===== src/rtl/axi_grid_mni_id_map.sv =====
// axi_grid_mni_id_map
// Transaction-ID remap table for the grid manager network interface.
// Outgoing grid requests are parked in a free local AXI ID slot holding the
// source grid node and original transaction ID; returning B/R beats look the
// slot up through one output register stage and free it on the last beat.
// Optional feature macro: AXI_GRID_ID_MAP_ERR_CHECK_EN
//   defined   -> lookups on free slots are dropped and raise a sticky err_o
//   undefined -> err_o tied 0, lookups return stored contents unconditionally
module axi_grid_mni_id_map #(
  parameter int unsigned NUM_SLOTS  = 8,
  parameter int unsigned GRID_ID_W  = 4,
  parameter int unsigned TXN_ID_W   = 4,
  parameter int unsigned LOCAL_ID_W = $clog2(NUM_SLOTS)
) (
  input  logic                  clk_i,
  input  logic                  arst_ni,
  input  logic                  alloc_valid_i,
  output logic                  alloc_ready_o,
  input  logic [GRID_ID_W-1:0]  alloc_src_i,
  input  logic [TXN_ID_W-1:0]   alloc_id_i,
  output logic [LOCAL_ID_W-1:0] alloc_local_id_o,
  input  logic                  rsp_valid_i,
  output logic                  rsp_ready_o,
  input  logic [LOCAL_ID_W-1:0] rsp_local_id_i,
  input  logic                  rsp_last_i,
  output logic                  rsp_valid_o,
  input  logic                  rsp_ready_i,
  output logic [GRID_ID_W-1:0]  rsp_src_o,
  output logic [TXN_ID_W-1:0]   rsp_id_o,
  output logic                  rsp_last_o,
  output logic [LOCAL_ID_W:0]   outstanding_o,
  output logic                  err_o
);

  logic [NUM_SLOTS-1:0]  busy_q;
  logic [NUM_SLOTS-1:0]  busy_d;
  logic [GRID_ID_W-1:0]  src_q [NUM_SLOTS];
  logic [TXN_ID_W-1:0]   id_q  [NUM_SLOTS];

  logic                  out_valid_q;
  logic [GRID_ID_W-1:0]  out_src_q;
  logic [TXN_ID_W-1:0]   out_id_q;
  logic                  out_last_q;
  logic [LOCAL_ID_W:0]   cnt_q;

  logic                  free_found;
  logic [LOCAL_ID_W-1:0] free_idx;
  logic                  alloc_hs;
  logic                  rsp_hs;
  logic                  slot_ok;
  logic                  load_out;
  logic                  free_hs;

  // Lowest-index free slot; index stays 0 when the table is full
  always_comb begin
    free_found = 1'b0;
    free_idx   = '0;
    for (int unsigned i = 0; i < NUM_SLOTS; i++) begin
      if (!busy_q[i] && !free_found) begin
        free_found = 1'b1;
        free_idx   = LOCAL_ID_W'(i);
      end
    end
  end

  assign alloc_ready_o    = free_found;
  assign alloc_local_id_o = free_idx;
  assign alloc_hs         = alloc_valid_i & free_found;

  assign rsp_ready_o = ~out_valid_q | rsp_ready_i;
  assign rsp_hs      = rsp_valid_i & rsp_ready_o;

`ifdef AXI_GRID_ID_MAP_ERR_CHECK_EN
  logic err_q;

  assign slot_ok = busy_q[rsp_local_id_i];
  assign err_o   = err_q;

  // Sticky error on any lookup handshake that hits a free slot
  always_ff @(posedge clk_i or negedge arst_ni) begin
    if (!arst_ni) begin
      err_q <= 1'b0;
    end else if (rsp_hs && !slot_ok) begin
      err_q <= 1'b1;
    end
  end
`else
  assign slot_ok = 1'b1;
  assign err_o   = 1'b0;
`endif

  assign load_out = rsp_hs & slot_ok;
  // Only a genuinely busy slot decrements the count, so the counter always
  // equals the population of the busy vector even for bogus lookups.
  assign free_hs  = load_out & rsp_last_i & busy_q[rsp_local_id_i];

  // Next busy vector: free first, then allocate; the granted slot was chosen
  // from the pre-edge vector, so it can never be the slot freed this cycle.
  always_comb begin
    busy_d = busy_q;
    if (free_hs) begin
      busy_d[rsp_local_id_i] = 1'b0;
    end
    if (alloc_hs) begin
      busy_d[free_idx] = 1'b1;
    end
  end

  // Busy vector and per-slot source/ID storage
  always_ff @(posedge clk_i or negedge arst_ni) begin
    if (!arst_ni) begin
      busy_q <= '0;
      for (int unsigned i = 0; i < NUM_SLOTS; i++) begin
        src_q[i] <= '0;
        id_q[i]  <= '0;
      end
    end else begin
      busy_q <= busy_d;
      if (alloc_hs) begin
        src_q[free_idx] <= alloc_src_i;
        id_q[free_idx]  <= alloc_id_i;
      end
    end
  end

  // Output register stage; payload holds while the grid side stalls
  always_ff @(posedge clk_i or negedge arst_ni) begin
    if (!arst_ni) begin
      out_valid_q <= 1'b0;
      out_src_q   <= '0;
      out_id_q    <= '0;
      out_last_q  <= 1'b0;
    end else if (load_out) begin
      out_valid_q <= 1'b1;
      out_src_q   <= src_q[rsp_local_id_i];
      out_id_q    <= id_q[rsp_local_id_i];
      out_last_q  <= rsp_last_i;
    end else if (rsp_ready_i) begin
      out_valid_q <= 1'b0;
    end
  end

  // Outstanding-transaction counter
  always_ff @(posedge clk_i or negedge arst_ni) begin
    if (!arst_ni) begin
      cnt_q <= '0;
    end else begin
      case ({alloc_hs, free_hs})
        2'b10:   cnt_q <= cnt_q + 1'b1;
        2'b01:   cnt_q <= cnt_q - 1'b1;
        default: cnt_q <= cnt_q;
      endcase
    end
  end

  assign rsp_valid_o   = out_valid_q;
  assign rsp_src_o     = out_src_q;
  assign rsp_id_o      = out_id_q;
  assign rsp_last_o    = out_last_q;
  assign outstanding_o = cnt_q;

endmodule


===== config.mk =====
export PLATFORM = sky130hd
export DESIGN_NAME = axi_grid_mni_id_map
export DESIGN_NICKNAME = d
export VERILOG_FILES = /design/src/rtl/axi_grid_mni_id_map.sv
export SDC_FILE = /design/constraint.sdc
export NUM_CORES = 1
export LEC_CHECK = 0
export BUFFER_PORTS_ARGS = -buffer_cell sky130_fd_sc_hd__buf_2
export CAP_MARGIN = 30
export CORE_UTILIZATION = 45
export CTS_CLUSTER_SIZE = 24
export DETAILED_ROUTE_END_ITERATION = 12
export GPL_TIMING_DRIVEN = 0
export MAX_ROUTING_LAYER = met4
export PLACE_DENSITY = 0.68
export SYNTH_ARGS = -nofsm -noshare
export SYNTH_HDL_FRONTEND = slang
export SYNTH_SLANG_ARGS = --single-unit
export TNS_END_PERCENT = 10

===== constraint.sdc =====
create_clock -name clk_i -period 3.54 [get_ports clk_i]
set_clock_uncertainty 0.2 [all_clocks]
set_input_delay 0.531 -clock clk_i [delete_from_list [all_inputs] [get_ports clk_i]]
set_output_delay 0.531 -clock clk_i [all_outputs]
set_load 0.02 [all_outputs]

**After elaboration in Yosys (flattened, before gate mapping)**

Cells that the tools add are included.

- $add $sub $neg: 2
- $lt $le $gt $ge: 7
- Eq/ne operators: 2
- Mux-type cells: 36
- Bitwise gates (word level): 11
- Reduce and logical (&&, ||, !) cells: 25

Operators by type and width:

| cell | number |
|---|---|
| bitwise mux 32 bit | 2 |
| binary-select mux 4 bit (select 3 bit) | 2 |
| two-way mux 4 bit | 5 |
| two-way mux 3 bit | 6 |
| two-way mux 8 bit | 2 |
| two-way mux 1 bit | 14 |
| zero test 1 bit | 13 |
| demux 4 bit (select 3 bit) | 1 |
| logical AND 1 bit | 10 |
| AND 8 bit | 1 |
| greater-or-equal comparator 4 bit, second input constant | 2 |
| less-than comparator 3 x 4 -> 1 bit, second input constant | 2 |
| NOT 3 -> 4 bit | 2 |
| NOT 8 bit | 1 |
| OR 8 bit | 1 |
| case mux 4 bit (2 select lines) | 1 |
| demux 1 bit (select 3 bit) | 2 |
| greater-or-equal comparator 3 x 1 -> 1 bit, second input constant | 2 |
| adder 4 x 1 -> 4 bit, second input constant | 1 |
| AND 1 bit | 4 |
| less-than comparator 4 x 1 -> 1 bit, second input constant | 1 |
| nonzero test 2 bit | 2 |
| subtractor 4 x 1 -> 4 bit, second input constant | 1 |
| binary-select mux 1 bit (select 3 bit) | 1 |
| 4 further kinds | 4 |

- Flip-flop bits (word level): 86
- Input bits: 17
- Logic and storage cells: 105

**Depth between registers and ports, before layout**

- Word-level depth: 27
- Mapped depth: 13
- Depth with buffers taken out: 11

**Least setup slack after synthesis**

Ideal clock, no wire load.

- Path type: input port to flip-flop
- Start: input port rsp_local_id_i[2]
- End: register cnt_q[2] (netlist: outstanding_o[2])
- Library setup time: 133 ps
- Data arrival time: 2,749 ps
- Path slack: 459 ps
- Cell stages on the path: 13
- Path buffers: 3
- Cell sequence: clkbuf_1 buf_2 clkbuf_1 nand3_1 a31o_2 a21oi_1 ha_1 xor2_1 ha_1 a21oi_1 xor2_1 nor2_1 xor2_1

- Longest elaborated chain between the ends: 5
- Elaborated cells on any way between the ends: 7
- Classes of those cells: eq/ne (2); mux (3); bitwise (1); reduce/logical (1)

Ends and longest elaborated chain:

| what | line | source |
|---|---|---|
| start, declared | 24 | `input logic [LOCAL_ID_W-1:0] rsp_local_id_i,` |
| binary-select mux 1 bit (select 3 bit) (*) | 95 | `assign free_hs = load_out & rsp_last_i & busy_q[rsp_local_id_i];` |
| two-way mux 1 bit (implied by the code) (*) | 95 |  |
| AND 1 bit (*) | 95 |  |
| == test 2 x 1 -> 1 bit / == test 2 bit (equally long branches) | 148 | `case ({alloc_hs, free_hs})` |
| case mux 4 bit (2 select lines) / nonzero test 2 bit (equally long branches) | - |  |
| end signal, assigned | 149 | `2'b10: cnt_q <= cnt_q + 1'b1;` |
| end signal, assigned | 150 | `2'b01: cnt_q <= cnt_q - 1'b1;` |
| end signal, assigned | 151 | `default: cnt_q <= cnt_q;` |
| end, declared | 44 | `logic [LOCAL_ID_W:0] cnt_q;` |

Every way passes the cells marked *; elsewhere a longest branch is shown, timed or not. The select of a mux whose other input is x is not followed.
A chain may end at the register's enable or synchronous reset.

**Worst setup path in the final report**

- Start: input port rsp_local_id_i[0]
- End: register cnt_q[2] (netlist: outstanding_o[2])

The elaborated chain is that of the path after synthesis.

==> flow_summary_export.csv <==
group,metric,value,unit
run_status,status,"complete, no violations",
logic_synthesis,synth_ff_type,"dfrtp_1",
sta,worst_pin_slew,767,ps
layout,utilization,53.2,%
die,start_util,46.9,%
logic_synthesis,syn_avg_cell_area,12.5,sq um
layout,fin_cells,486,
worst_setup_path,crit_path_top_delay_cell,"clkbuf_1",
grt,grt_max_degree,75,
drt,drc,0,
power_and_ir_drop,fin_total_pwr,0.00392,W
cts,clkTransAtPathRegs,80,ps
sta,fin_crit,3300,ps
grt,grt-ovfl-total,0,
sta,maxSlewViolCount,0,
worst_setup_path,path_cells,"clkbuf_1 > buf_1 > clkbuf_1 > a31o_2 > a21oi_1 > ha_1 > xor2_1 > ha_1 > a21oi_1 > xor2_1 > nor2_1 > xor2_1",
grt,global_route.usage.met1,27.4,%
logic_synthesis,syn-instance-count,329,
grt,grt_pass1_wl,14400,microns
logic_synthesis,ys_ff_latch,86,
cts,numCtsBuffers,9,
worst_setup_path,critPathBufInv,3,
grt,grt_pass1_vias,2699,
worst_setup_path,cp_slowest_stage_delay,480,ps
die,die_w,97.6,microns
sta,min_period_over_period,93.2,%
worst_setup_path,critPathArrivalTime,3340,ps
cts,cts.sinks,86,
grt,antenna_found_initial,0,
worst_setup_path,cpMostUsedCell,"xor2_1",
sta,max_freq,0.303,GHz
min_path,hold_path_class,"in2reg",
placement,preCtsSetupSlack,-149,ps
power_and_ir_drop,leakage,2.01,nW
worst_setup_path,critical_path_required,3580,ps
placement,place.gp.congestion,0.834,
worst_setup_path,cp_top_family,"buffers and inverters",
flow_run,timing.max_cap.violations,0,
drt,dr_total_vias,2756,
placement,port_buffers,32,
drt,via_per_inst,5.67,
grt,met3_usage,2.88,%
drt,drt-total-wl,8930,microns
grt,grt_util_met2,31.5,%
worst_setup_path,crit_fanout,10,
drt,dr.pass1.iters,4,
layout,final_common_cell,"dfrtp_1",
power_and_ir_drop,ir_drop,0.274,mV
sta,slew_headroom,48.8,%
die,io_pins,37,
sta,hold_viol,0,
logic_synthesis,synth-edff-count,0,
logic_synthesis,async_reset_ff_share,100,%
layout,nets,393,
logic_synthesis,ys_types,48,
die,rows,34,
cts,htreeDepth,3,
worst_setup_path,critPathLaunchType,"input pin",
logic_synthesis,netlist_area,4110,sq um
placement,dp.cells,470,
layout,antenna_cells,0,
die,dieArea,9520,sq um
cts,cts_tree,"built",
power_and_ir_drop,p_per_area,841,nW/um^2
layout,drive_gt1_share,37.3,%
cts,clk_latency,350,ps
cts,clock_path_buffers,2,
grt,grt_usage,20.4,%
logic_synthesis,ys_seq_area_share,52.4,%
sta,whs,229,ps
die,die_y,97.6,microns
drt,postRouteAntennaNets,0,
worst_setup_path,crit_path_end_kind,"register",
grt,grt_busiest_layer,"met2",
logic_synthesis,yosysWarnings,0,
layout,layout_common_cells,"dfrtp_1 (86), mux2_2 (69), buf_2 (35), nand2_1 (27), o21ai_0 (17)",
sta,finalWorstSetupSlack,241,ps
logic_synthesis,synth_fp_nets,349,
drt,wire_per_inst,18.4,microns
sta,rsz0062_at_grt,"no",
cts,root_buffer,"clkbuf_8",
drt,drtIter0Drc,141,
layout,syn_to_final_growth,13.5,%
cts,post_cts_buffers,0,
die,core,8760,sq um
placement,dp_hpwl,5900,microns
sta,setup_viol,0,
worst_setup_path,path_class,"in2reg",
==> flip-flops by register name (all words and copies together) (netlist names) <==
| signal | flops |
|---|---|
| id_q | 32 |
| src_q | 32 |
| busy_q | 8 |
| outstanding_o | 4 |
| rsp_id_o | 4 |
| rsp_src_o | 4 |
| rsp_last_o | 1 |
| rsp_valid_o | 1 |
==> layer usage <==
layer	wire length, microns	part of all wire (%)	up-vias
met4	153	1.7	0
met3	372	4.2	19
met2	4320	48	68
li1	-	-	1286
met5	0	0	-
met1	4090	46	1383
==> stage by stage <==
stage	instance area (sq um)	TNS, ps
after global routing	4660	0
after global placement	4400	-235
after detailed placement	4430	-238
after floorplan	4110	0
final	4660	0
after CTS	4670	0
==> cell type report <==
type | instances | area [sq um]
Fill cell | 762 | 4100
Sequential cell | 86 | 2150
Multi-Input combinational cell | 226 | 1880
Timing Repair Buffer | 34 | 200
Clock buffer | 11 | 141
Tap cell | 108 | 135
Clock inverter | 5 | 82.6
Buffer | 15 | 65.1
Inverter | 1 | 3.75
==> final timing paths <==
| kind | start | endpoint | slack (ps) | cells after the start |
|---|---|---|---|---|
| min | rsp_valid_i | rsp_valid_o$_DFFE_PN0P_ | 230 | 2 |
| max reg2reg | rsp_valid_o$_DFFE_PN0P_ | outstanding_o[2]$_DFFE_PN0P_ | 410 | 12 |
| min in group asynchronous | arst_ni | rsp_id_o[1]$_DFFE_PN0N_ | 360 | 2 |
| min reg2reg | outstanding_o[3]$_DFFE_PN0P_ | outstanding_o[3]$_DFFE_PN0P_ | 260 | 1 |
| max in group asynchronous | arst_ni | busy_q[7]$_DFF_PN0_ | 2150 | 3 |
| max | rsp_local_id_i[0] | outstanding_o[2]$_DFFE_PN0P_ | 240 | 12 |
==> power breakdown <==
| part | switching (W) | internal, W | total [W] | leakage (nW) |
|---|---|---|---|---|
| clock network | 0.000344 | 0.000418 | 0.000762 | 0.113 |
| logic | 0.000679 | 0.000741 | 0.00142 | 0.882 |
| registers | 0.000294 | 0.00145 | 0.00174 | 1.02 |
==> timing repair <==
action | in CTS | in global routing
resized for setup | 0 | 0
setup endpoints to repair | 0 | 1
hold buffers | 1 | 0
hold endpoints to repair | 12 | 0
==> cell usage after synthesis (2+ instances only) <==
| master | number | area, sq um |
|---|---|---|
| a211oi_1 | 5 | 37.5 |
| a21oi_1 | 10 | 50.1 |
| a221o_1 | 2 | 20.0 |
| a221oi_1 | 3 | 26.3 |
| a31o_2 | 2 | 17.5 |
| a31oi_1 | 5 | 31.3 |
| and2_1 | 2 | 12.5 |
| buf_1 | 2 | 7.51 |
| buf_2 | 4 | 20.0 |
| clkbuf_1 | 9 | 33.8 |
| dfrtp_1 | 86 | 2150 |
| ha_1 | 3 | 37.5 |
| mux2_2 | 69 | 777 |
| mux2i_1 | 10 | 100 |
| mux4_2 | 6 | 135 |
| nand2_1 | 27 | 101 |
| nand2b_1 | 9 | 56.3 |
| nand3_1 | 5 | 25.0 |
| nor2_1 | 13 | 48.8 |
| nor2b_1 | 4 | 25.0 |
| nor3_1 | 2 | 10.0 |
| nor3b_1 | 2 | 15.0 |
| o21ai_0 | 17 | 85.1 |
| o21ai_2 | 2 | 17.5 |
| o31ai_1 | 2 | 15.0 |
| or2_2 | 3 | 18.8 |
| xor2_1 | 4 | 35.0 |
==> kinds of logic after synthesis <==
kind of cell	Yosys count	share of synthesized area [%]
flops	86	52.4
mux	85	24.6
simple gates	77	10.1
compound gates	55	9.04
buf+inv	17	1.77
xor+xnor	5	1.07
fa+ha+maj	3	0.914
other cells	1	0.0913
No activity file was read; power rests on OpenSTA's default activity.
